**config.mk**
```make
export PLATFORM = sky130hd
export DESIGN_NAME = muldiv_unit_flat
export DESIGN_NICKNAME = d
export VERILOG_FILES = /design/src/rtl/muldiv_unit_pkg.sv /design/src/rtl/muldiv_unit_if.sv /design/src/rtl/muldiv_iter_core.sv /design/src/rtl/muldiv_unit.sv /design/src/flat_wrapper.sv
export SDC_FILE = /design/constraint.sdc
export NUM_CORES = 1
export LEC_CHECK = 0
export BUFFER_PORTS_ARGS = -buffer_cell sky130_fd_sc_hd__clkbuf_2
export CORE_MARGIN = 8
export CORE_UTILIZATION = 35
export CTS_CLUSTER_DIAMETER = 80
export CTS_CLUSTER_SIZE = 12
export DETAILED_ROUTE_END_ITERATION = 10
export HOLD_SLACK_MARGIN = 0.1
export PLACE_DENSITY = 0.62
export SLEW_MARGIN = 20
export SYNTH_ARGS = -nofsm -noshare
export SYNTH_HDL_FRONTEND = slang
export SYNTH_SLANG_ARGS = --single-unit
```
**constraint.sdc**
```tcl
create_clock -name clk -period 4.89 [get_ports clk]
set_clock_uncertainty 0.15 [all_clocks]
set_input_delay 0.489 -clock clk [delete_from_list [all_inputs] [get_ports clk]]
set_output_delay 0.489 -clock clk [all_outputs]
set_load 0.05 [all_outputs]
```
**src/rtl/muldiv_unit_pkg.sv**
```systemverilog
// Shared definitions for the iterative RV32M multiply/divide unit.
// Optional single-cycle multiply is selected with the MULDIV_FAST_MUL_EN macro.
package muldiv_unit_pkg;

  localparam int MD_XLEN  = 32;
  localparam int MD_CNT_W = 6;
  localparam int MD_STEPS = 32;

  // funct3 encodings of the M extension
  localparam logic [2:0] MD_OP_MUL    = 3'd0;
  localparam logic [2:0] MD_OP_MULH   = 3'd1;
  localparam logic [2:0] MD_OP_MULHSU = 3'd2;
  localparam logic [2:0] MD_OP_MULHU  = 3'd3;
  localparam logic [2:0] MD_OP_DIV    = 3'd4;
  localparam logic [2:0] MD_OP_DIVU   = 3'd5;
  localparam logic [2:0] MD_OP_REM    = 3'd6;
  localparam logic [2:0] MD_OP_REMU   = 3'd7;

  typedef enum logic [1:0] {
    MD_ST_IDLE = 2'd0,
    MD_ST_CALC = 2'd1,
    MD_ST_FIN  = 2'd2,
    MD_ST_DONE = 2'd3
  } md_state_e;

endpackage

```
**src/rtl/muldiv_unit_if.sv**
```systemverilog
// Request/response bundle between the execute stage (master) and the mul/div unit (slave).
// Handshake: a transfer happens on a rising edge where valid and ready are both high; valid holds its payload until then.
interface muldiv_unit_if #(
  parameter int XLEN = 32
);
  logic            in_valid;
  logic            in_ready;
  logic [2:0]      in_op;
  logic [XLEN-1:0] in_a;
  logic [XLEN-1:0] in_b;
  logic            out_valid;
  logic            out_ready;
  logic [XLEN-1:0] out_result;

  modport master (
    output in_valid, in_op, in_a, in_b, out_ready,
    input  in_ready, out_valid, out_result
  );

  modport slave (
    input  in_valid, in_op, in_a, in_b, out_ready,
    output in_ready, out_valid, out_result
  );
endinterface

```
**src/rtl/muldiv_iter_core.sv**
```systemverilog
// 2*XLEN-bit {hi,lo} accumulator performing one radix-2 step per cycle:
// right-shifting shift-add multiply, or left-shifting restoring divide on magnitudes.
module muldiv_iter_core #(
  parameter int XLEN = 32
) (
  input  logic            clk,
  input  logic            rst,
  input  logic            clr,
  input  logic            load,
  input  logic            step,
  input  logic            is_div,
  input  logic [XLEN-1:0] a_i,
  input  logic [XLEN-1:0] b_i,
  output logic [XLEN-1:0] hi_o,
  output logic [XLEN-1:0] lo_o
);

  logic [XLEN-1:0] hi_q, lo_q, opnd_q;
  logic [XLEN-1:0] hi_d, lo_d;
  logic [XLEN:0]   sum;
  logic [XLEN:0]   shl;
  logic [XLEN-1:0] rem_try;
  logic            fits;

  always_comb begin
    sum     = {1'b0, hi_q} + (lo_q[0] ? {1'b0, opnd_q} : '0);
    shl     = {hi_q, lo_q[XLEN-1]};
    // when shl >= divisor the true difference fits in XLEN bits
    fits    = (shl >= {1'b0, opnd_q});
    rem_try = shl[XLEN-1:0] - opnd_q;
    hi_d    = sum[XLEN:1];
    lo_d    = {sum[0], lo_q[XLEN-1:1]};
    if (is_div) begin
      hi_d = fits ? rem_try : shl[XLEN-1:0];
      lo_d = {lo_q[XLEN-2:0], fits};
    end
  end

  always_ff @(posedge clk or posedge rst) begin
    if (rst) begin
      hi_q   <= '0;
      lo_q   <= '0;
      opnd_q <= '0;
    end else if (clr) begin
      hi_q   <= '0;
      lo_q   <= '0;
      opnd_q <= '0;
    end else if (load) begin
      hi_q   <= '0;
      lo_q   <= a_i;
      opnd_q <= b_i;
    end else if (step) begin
      hi_q <= hi_d;
      lo_q <= lo_d;
    end
  end

  assign hi_o = hi_q;
  assign lo_o = lo_q;

endmodule

```
**src/rtl/muldiv_unit.sv**
```systemverilog
// RV32M multiply/divide unit: FSM, handshake, special cases and sign fix-up around muldiv_iter_core.
// Define MULDIV_FAST_MUL_EN to compute multiplies in one cycle with a 33x33 signed multiplier.
module muldiv_unit
  import muldiv_unit_pkg::*;
#(
  parameter int XLEN  = MD_XLEN,
  parameter int CNT_W = MD_CNT_W
) (
  input  logic         clk,
  input  logic         rst,
  input  logic         flush,
  muldiv_unit_if.slave bus,
  output md_state_e    dbg_state_o
);

  localparam logic [XLEN-1:0] MIN_INT = {1'b1, {(XLEN-1){1'b0}}};

  md_state_e       state_q;
  logic [CNT_W-1:0] cnt_q;
  logic [2:0]      op_q;
  logic            neg_q_q, neg_r_q;
  logic            in_ready_q, out_valid_q;
  logic [XLEN-1:0] out_result_q;

  logic [2:0]      op;
  logic [XLEN-1:0] a, b, a_mag, b_mag;
  logic            a_signed, b_signed, a_neg, b_neg;
  logic            special, fast_hit, core_load;
  logic [XLEN-1:0] special_res, fast_res, fin_res;
  logic [XLEN-1:0] core_hi, core_lo;
  logic [2*XLEN-1:0] prod_fix;
  logic [XLEN-1:0] q_fix, r_fix;

  assign op       = bus.in_op;
  assign a        = bus.in_a;
  assign b        = bus.in_b;
  assign a_signed = (op == MD_OP_MULH) || (op == MD_OP_MULHSU) || (op == MD_OP_DIV) || (op == MD_OP_REM);
  assign b_signed = (op == MD_OP_MULH) || (op == MD_OP_DIV) || (op == MD_OP_REM);
  assign a_neg    = a_signed & a[XLEN-1];
  assign b_neg    = b_signed & b[XLEN-1];
  assign a_mag    = a_neg ? -a : a;
  assign b_mag    = b_neg ? -b : b;

  always_comb begin
    special     = 1'b0;
    special_res = '0;
    if (op[2] && (b == '0)) begin
      special     = 1'b1;
      special_res = op[1] ? a : '1;
    end else if (((op == MD_OP_DIV) || (op == MD_OP_REM)) && (a == MIN_INT) && (b == '1)) begin
      special     = 1'b1;
      special_res = op[1] ? '0 : MIN_INT;
    end
  end

`ifdef MULDIV_FAST_MUL_EN
  logic signed [XLEN:0]     fast_a, fast_b;
  logic signed [2*XLEN-1:0] fast_prod;
  assign fast_a    = {a_signed & a[XLEN-1], a};
  assign fast_b    = {b_signed & b[XLEN-1], b};
  assign fast_prod = fast_a * fast_b;
  assign fast_res  = (op == MD_OP_MUL) ? fast_prod[XLEN-1:0] : fast_prod[2*XLEN-1:XLEN];
  assign fast_hit  = ~op[2];
`else
  assign fast_res  = '0;
  assign fast_hit  = 1'b0;
`endif

  assign core_load = in_ready_q & bus.in_valid & ~flush & ~special & ~fast_hit;

  muldiv_iter_core #(.XLEN(XLEN)) u_core (
    .clk    (clk),
    .rst    (rst),
    .clr    (flush),
    .load   (core_load),
    .step   (state_q == MD_ST_CALC),
    .is_div (op_q[2]),
    .a_i    (a_mag),
    .b_i    (b_mag),
    .hi_o   (core_hi),
    .lo_o   (core_lo)
  );

  // Magnitude results are negated here; neg_q_q also carries the product sign for multiplies.
  always_comb begin
    prod_fix = neg_q_q ? -{core_hi, core_lo} : {core_hi, core_lo};
    q_fix    = neg_q_q ? -core_lo : core_lo;
    r_fix    = neg_r_q ? -core_hi : core_hi;
    fin_res  = prod_fix[2*XLEN-1:XLEN];
    case (op_q)
      MD_OP_MUL:             fin_res = prod_fix[XLEN-1:0];
      MD_OP_DIV, MD_OP_DIVU: fin_res = q_fix;
      MD_OP_REM, MD_OP_REMU: fin_res = r_fix;
      default:               fin_res = prod_fix[2*XLEN-1:XLEN];
    endcase
  end

  always_ff @(posedge clk or posedge rst) begin
    if (rst) begin
      state_q      <= MD_ST_IDLE;
      cnt_q        <= '0;
      op_q         <= '0;
      neg_q_q      <= 1'b0;
      neg_r_q      <= 1'b0;
      in_ready_q   <= 1'b1;
      out_valid_q  <= 1'b0;
      out_result_q <= '0;
    end else if (flush) begin
      state_q     <= MD_ST_IDLE;
      cnt_q       <= '0;
      in_ready_q  <= 1'b1;
      out_valid_q <= 1'b0;
    end else begin
      case (state_q)
        MD_ST_IDLE: begin
          if (bus.in_valid) begin
            op_q       <= op;
            neg_q_q    <= a_neg ^ b_neg;
            neg_r_q    <= a_neg;
            cnt_q      <= '0;
            in_ready_q <= 1'b0;
            if (special || fast_hit) begin
              out_result_q <= special ? special_res : fast_res;
              out_valid_q  <= 1'b1;
              state_q      <= MD_ST_DONE;
            end else begin
              state_q <= MD_ST_CALC;
            end
          end
        end
        MD_ST_CALC: begin
          cnt_q <= cnt_q + 1'b1;
          if (cnt_q == CNT_W'(MD_STEPS - 1)) state_q <= MD_ST_FIN;
        end
        MD_ST_FIN: begin
          out_result_q <= fin_res;
          out_valid_q  <= 1'b1;
          state_q      <= MD_ST_DONE;
        end
        MD_ST_DONE: begin
          if (bus.out_ready) begin
            out_valid_q <= 1'b0;
            in_ready_q  <= 1'b1;
            state_q     <= MD_ST_IDLE;
          end
        end
        default: state_q <= MD_ST_IDLE;
      endcase
    end
  end

  assign bus.in_ready   = in_ready_q;
  assign bus.out_valid  = out_valid_q;
  assign bus.out_result = out_result_q;
  assign dbg_state_o    = state_q;

endmodule
```
**src/flat_wrapper.sv**
```systemverilog
// flat-port wrapper written by rule: the top's interface ports become plain ports
module muldiv_unit_flat import muldiv_unit_pkg::*;
#(
  parameter int XLEN  = MD_XLEN,
  parameter int CNT_W = MD_CNT_W
)
  (clk, rst, flush, dbg_state_o, bus_in_valid, bus_in_op, bus_in_a, bus_in_b, bus_out_ready, bus_in_ready, bus_out_valid, bus_out_result);
  muldiv_unit_if #(.XLEN(XLEN)) bus_i ();
  input  logic clk;
  input  logic rst;
  input  logic flush;
  output md_state_e dbg_state_o;
  input wire logic [$bits(bus_i.in_valid)-1:0] bus_in_valid;
  input wire logic [$bits(bus_i.in_op)-1:0] bus_in_op;
  input wire logic [$bits(bus_i.in_a)-1:0] bus_in_a;
  input wire logic [$bits(bus_i.in_b)-1:0] bus_in_b;
  input wire logic [$bits(bus_i.out_ready)-1:0] bus_out_ready;
  output wire logic [$bits(bus_i.in_ready)-1:0] bus_in_ready;
  output wire logic [$bits(bus_i.out_valid)-1:0] bus_out_valid;
  output wire logic [$bits(bus_i.out_result)-1:0] bus_out_result;
  assign bus_i.in_valid = bus_in_valid;
  assign bus_i.in_op = bus_in_op;
  assign bus_i.in_a = bus_in_a;
  assign bus_i.in_b = bus_in_b;
  assign bus_i.out_ready = bus_out_ready;
  assign bus_in_ready = bus_i.in_ready;
  assign bus_out_valid = bus_i.out_valid;
  assign bus_out_result = bus_i.out_result;
  muldiv_unit #(.XLEN(XLEN), .CNT_W(CNT_W)) u_core (.clk(clk), .rst(rst), .flush(flush), .bus(bus_i), .dbg_state_o(dbg_state_o));
endmodule
```
# Yosys cells after proc, flatten, opt, wreduce, memory -nomap -nowiden

Index checks and enable logic that the tools add are counted.

Add/subtract/negate cells: 8
Equal/unequal tests: 20
Shift operators: 0
Multipliers: 0
Reductions and logical operators: 26
Bitwise gates (word level): 8
Multiplexer cells: 45
Div/mod/pow operators: 0
Magnitude comparators: 1

Operator list:

| operator                                                               | number |
|---|---|
| 32-bit 2-to-1 mux                                                      | 22 |
| 32-bit negator                                                         | 4 |
| 32-bit case mux with 3 select lines                                    | 1 |
| 32-bit equality test (second input constant)                           | 2 |
| 64-bit 2-to-1 mux                                                      | 1 |
| 64-bit negator                                                         | 1 |
| 32-bit case mux with 2 select lines                                    | 1 |
| 32-bit by 33-bit adder with 33-bit output                              | 1 |
| 33-bit by 32-bit greater-or-equal comparator with 1-bit output         | 1 |
| 32-bit logical NOT                                                     | 1 |
| 32-bit subtractor                                                      | 1 |
| 3-bit equality test (second input constant)                            | 6 |
| 6-bit 2-to-1 mux                                                       | 2 |
| 6-bit case mux with 2 select lines                                     | 1 |
| 2-bit 2-to-1 mux                                                       | 5 |
| 1-bit 2-to-1 mux                                                       | 9 |
| 3-bit AND reduction                                                    | 3 |
| 3-bit nonzero test                                                     | 3 |
| 2-bit case mux with 4 select lines                                     | 1 |
| 4-bit AND reduction                                                    | 2 |
| 6-bit by 1-bit adder with 6-bit output (second input constant)         | 1 |
| 6-bit by 5-bit equality test with 1-bit output (second input constant) | 1 |
| 1-bit logical OR                                                       | 6 |
| 3-bit by 2-bit != test with 1-bit output (second input constant)       | 2 |
| other kinds (19)                                                       | 30 |

Latch bits: 0
Output and inout bits: 36
Word-level logic and storage cells: 119
Flip-flop bits (word level): 143
Memories kept: 0
Bits in writable memories: 0
Input bits: 72
Bits in read-only memories: 0

# Logic depth before layout (Yosys ltp)

Depth after elaboration: 10
Mapped depth: 15
Gate-level depth less buffers: 13

# By module

A second synthesis with hierarchy kept.

Cell total of the unflattened synthesis: 2083
Area total of the unflattened synthesis: 15831.4 µm²

By module, submodules not included:

| module           | times used | sequential area each (µm²) | cells an instance | area an instance (µm²) |
|---|---|---|---|---|
| muldiv_iter_core | 1          | 2402.3                     | 1093              | 8852.2 |
| muldiv_unit      | 1          | 1177.4                     | 990               | 6979.2 |

# Least setup slack after synthesis

OpenSTA, ideal clock, no wires.

Kind: register to register
Start point: reg u_core.u_core.lo_q[0] (netlist: u_core.u_core.lo_o[0])
End point: reg u_core.u_core.hi_q[29] (netlist: u_core.u_core.hi_o[29])
Required time: 4.674 ns
Clock period less this slack: 3.445 ns
Path buffers: 3
Data arrival time: 3.229 ns
Cell stages (with the launch flop): 16
Setup time: 0.066 ns
Setup slack: 1.445 ns
Path through: dfrtp_1 > clkbuf_1 > inv_1 > clkbuf_1 > nor2_1 > ha_1 > clkbuf_1 > nand2_1 > a211o_1 > o21a_1 > o2111a_1 > o211ai_1 > a41oi_1 > or4_1 > nand3_1 > a221o_1

Word-level cells in the longest chain between the ends: 6

Ends and longest elaborated chain:

| element                                   | line                   | RTL |
|---|---|---|
| start, declared                           | muldiv_iter_core.sv:18 | `logic [XLEN-1:0] hi_q, lo_q, opnd_q;` |
| start signal, assigned                    | muldiv_iter_core.sv:50 | `lo_q <= a_i;` |
| start signal, assigned                    | muldiv_iter_core.sv:54 | `lo_q <= lo_d;` |
| 32-bit 2-to-1 mux                         | muldiv_iter_core.sv:26 | `sum = {1'b0, hi_q} + (lo_q[0] ? {1'b0, opnd_q} : '0);` |
| 32-bit by 33-bit adder with 33-bit output | muldiv_iter_core.sv:26 |  |
| 32-bit 2-to-1 mux                         | muldiv_iter_core.sv:33 | `if (is_div) begin` |
| 32-bit 2-to-1 mux                         | muldiv_iter_core.sv:52 | `end else if (step) begin` |
| 32-bit 2-to-1 mux                         | muldiv_iter_core.sv:48 | `end else if (load) begin` |
| 32-bit 2-to-1 mux                         | muldiv_iter_core.sv:44 | `end else if (clr) begin` |
| end signal, assigned                      | muldiv_iter_core.sv:53 | `hi_q <= hi_d;` |
| end, declared                             | muldiv_iter_core.sv:18 |  |

No other way between the ends. The select of a mux whose other input is x is not followed.
A chain may end at the register's enable or synchronous reset.

# Worst setup path in the final report

Start point: reg u_core.u_core.hi_q[1] (netlist: u_core.u_core.hi_o[1])
End point: reg u_core.out_result_q[26] (netlist: u_core.bus.out_result[26])

Word-level cells in the longest chain between the ends: 4
Elaborated cells on any way between the ends: 6
Those cells by class: 2 x add/sub; 4 x mux

Ends and longest elaborated chain:

| element                                                       | line                                 | RTL |
|---|---|---|
| 64-bit negator / 32-bit negator (equally long branches)       | muldiv_unit.sv:86, muldiv_unit.sv:88 |  |
| 64-bit 2-to-1 mux / 32-bit 2-to-1 mux (equally long branches) | muldiv_unit.sv:86, muldiv_unit.sv:88 |  |
| 32-bit case mux with 3 select lines *                         | muldiv_unit.sv:90                    | `case (op_q)` |
| 32-bit case mux with 2 select lines *                         | muldiv_unit.sv:114                   | `case (state_q)` |
| end signal, assigned                                          | muldiv_unit.sv:123                   | `out_result_q <= special ? special_res : fast_res;` |
| end signal, assigned                                          | muldiv_unit.sv:136                   | `out_result_q <= fin_res;` |
| end, declared                                                 | muldiv_unit.sv:23                    | `logic [XLEN-1:0] out_result_q;` |

Mark *: on every way between the ends. The rest lies on a longest branch, timed or not.

==> reports/metrics.yaml <==
layout:
  area_growth_pct: 10.7
  mostFrequentLayoutCells: "o21ai_0 (226), nand2_1 (166), nor2_1 (161)"
  finish.utilization_pct: 39.2
  diodes: 0
  fillers: 4375
  drive_gt1_share_pct: 11.5
  final_common_cell: "o21ai_0"
  final_nets: 2115
die:
  initial_utilization_pct: 35.4
  die_h_um: 222
  fp.dieW_um: 222
  pin_count: 108
  die_area_um2: 49200
  core_um2: 41900
  row_count: 75
logic_synthesis:
  synthXorXnorAreaFrac_pct: 10.8
  syn_area_per_cell_um2: 7.68
  synthCells: 1931
  synthesis.nets: 2079
  synthMuxAreaShare_pct: 4.40
  synth_seq_cells: 143
  synth_edf_count: 0
  yosys.area_share.simple_pct: 21.0
  ys_warn_count: 0
  synth_area_um2: 14800
  synthAdderAreaFrac_pct: 6.51
  synth_flop_cell: "dfrtp_1"
  yosys.cell_types.count: 84
  synth_compound_area_share_pct: 27.7
  synth_top_family_by_area: "compound AO/OA/AOI/OAI gates"
  ys_async_sr_fraction_pct: 100
  synth_seq_area_share_pct: 24.1
sta:
  final_max_slew_viol_count: 0
  fmax_mhz: 244
  tns_ns: 0
  period_share_pct: 83.7
  period_needed_ns: 4.09
  hold_violations: 0
  setup_viol: 0
  grt_setup_unrepaired: "false"
  relSlewSlack_pct: 32.8
  tightest_slew_ns: 1.01
detailed_routing:
  avgRoutedWirePerCell_um: 22.2
  viasPerCell: 6.14
  dr.pass1.iters: 6
  drc_errors: 0
  drtAntennaViolNets: 0
  drt-total-wl_mm: 56.0
  drt_iter0_drc: 2028
  vias: 15500
job:
  cap_violations: 0
worst_setup_path:
  startpoint_type: "flip-flop"
  end_kind: "flip-flop"
  worst_ep_arrival_time_ns: 4.32
  crit_path_max_fanout: 9
  critPathMaxStageDelay_ns: 0.52
  slowest_stage: "or3b_2"
  r2r-start: "u_core.u_core.hi_o[1]"
  critPathKind: "flip-flop to flip-flop"
  cp_cell_sequence: "inv_1 > ha_1 > or3b_2 > nor4_2 > nand2_1 > or3_1 > or4_1 > o21ai_0 > xor2_1 > a221o_1 > o21ai_1"
  cp-startpoint: "u_core.u_core.hi_o[1]"
  worstPathRequired_ns: 5.12
clock_tree:
  cts_tree: "yes"
  htreeDepth: 4
  clk_pin_slew_worst_paths_ns: 0.07
  cts-buffers-inserted: 17
  clkLatencyLatePin_ns: 0.46
  clockBufferDepth: 2
  ctsResizeCount: 0
  clock-sinks: 143
  root_buffer: "clkbuf_16"
pwr:
  powerDensity_nw_per_um2: 532
  total_power_mw: 8.73
  leakagePower_nw: 6.92
  ir_drop_uv: 320
global_routing:
  grt_max_degree: 118
  grt_overflow_total: 0
  grt_use_total_pct: 22.0
  grt_pass1_wl_mm: 86.5
  antenna_found_initial: 0
  grt_pass1_vias: 14500
placed_design:
  port_buffers: 107
  gp_congestion: 0.941
  hpwl_mm: 43.2
min_path:
  hold_class: "primary input to flip-flop"
  min_from: "bus_in_b[31]"
status:
  status: "completed"
area by class of cell:
cell class / count / area (um2) / area share (%)
clock inverters: 12 / 115 / 0.701
well taps: 539 / 674 / 4.11
multi-input cells: 1581 / 10500 / 63.7
inverters: 76 / 290 / 1.77
flip-flops and latches: 143 / 3580 / 21.8
repair buffers: 148 / 846 / 5.15
clock buffers: 20 / 447 / 2.72
flip-flops by register name (all words and copies together) (netlist names):
register,cells
u_core.u_core.hi_o,32
u_core.bus.in_ready,1
u_core.bus.out_result,32
u_core.u_core.lo_o,32
u_core.op_q,3
u_core.u_core.opnd_q,32
u_core.cnt_q,6
u_core.neg_q_q,1
u_core.bus.out_valid,1
u_core.dbg_state_o,2
u_core.neg_r_q,1
synthesized netlist by cell type, drive strengths merged (12+ instances only):
| library cell | count | area, um2 |
|---|---|---|
| nor2 | 162 | 616 |
| and3 | 12 | 75.1 |
| mux2i | 55 | 551 |
| nand3b | 40 | 313 |
| dfrtp | 142 | 3550 |
| o22ai | 17 | 106 |
| o21ai | 232 | 1160 |
| nor4 | 22 | 156 |
| o31ai | 32 | 245 |
| a22oi | 18 | 135 |
| buf | 20 | 113 |
| ha | 74 | 926 |
| or3 | 28 | 180 |
| a21oi | 134 | 682 |
| or4 | 24 | 191 |
| nand3 | 27 | 135 |
| xor2 | 96 | 841 |
| clkbuf | 111 | 418 |
| nand2b | 24 | 150 |
| nand2 | 167 | 634 |
| o221ai | 12 | 105 |
| a211oi | 39 | 293 |
| a21o | 28 | 210 |
| xnor2 | 87 | 762 |
| o41ai | 14 | 123 |
| nor3 | 23 | 115 |
| o21a | 12 | 90.1 |
| o211ai | 25 | 193 |
| inv | 75 | 282 |
| or2 | 20 | 125 |
| a31oi | 12 | 75.1 |
| nand4 | 21 | 131 |
critical path: cells and delay by family (launching register included):
family	cells	cell delay [ns]
and+or+nand+nor	5	2.27
AOI/OAI and AO/OA	3	0.63
DFF	1	0.48
buffers and inverters	1	0.20
adders and majority gates	1	0.20
xor gates and xnor gates	1	0.09
report_power, final:
part           leakage, nW  internal (mW)  switching, mW
sequential            1.92           1.46          0.470
combinational         4.73           1.91           3.60
clock                0.267          0.715          0.575
total                 6.92           4.09           4.64
per-layer routing:
layer  vias up  wire length [um]  track usage (%)
li1       7149                 -                -
met1      7431             24300             29.7
met2       759             25000             34.3
met3       130              4310             3.37
met4         0              2410             9.79
met5         -                 0                0
through the flow:
stage | cell area, um2 | setup slack, ns | hold slack, ns | instances
2_1_floorplan | 14800 | 0.415 | 0.327 | 1931
3_5_place_dp | 15900 | 0.627 | 0.325 | 2486
5_1_grt | 16400 | 0.548 | 0.172 | 2519
6_report | 16400 | 0.799 | 0.195 | 2519
4_1_cts | 16400 | 0.882 | 0.153 | 2519
3_3_place_gp | 15900 | 0.596 | 0.318 | 2486
path summary, 6_finish.rpt:
check / to / slack (ns) / cells after the start
setup / recovery: u_core.bus.out_result[26] / 0.80 / 11
hold / removal: u_core.u_core.opnd_q[31] / 0.19 / 3
setup reg to reg: u_core.bus.out_result[26] / 0.80 / 11
hold reg to reg: u_core.bus.out_result[31] / 0.33 / 2
max in group asynchronous: u_core.u_core.hi_o[7] / 3.00 / 4
min in group asynchronous: u_core.bus.out_result[17] / 0.54 / 3
logic make-up (layout without fill, tap and decap cells):
group           count (synthesis)  after routing
simple gates                  608            608
flops                         143            143
xor+xnor                      183            183
fa+ha+maj                      76             76
buf+inv                       207            256
mux                            64             64
compound gates                650            650
timing repair:
action | 4_1_cts | 5_1_grt
hold buffers | 1 | 0
setup buffers | 0 | 0
endpoints found under the hold margin | 71 | 0
Power figures use the tool's default switching activity.
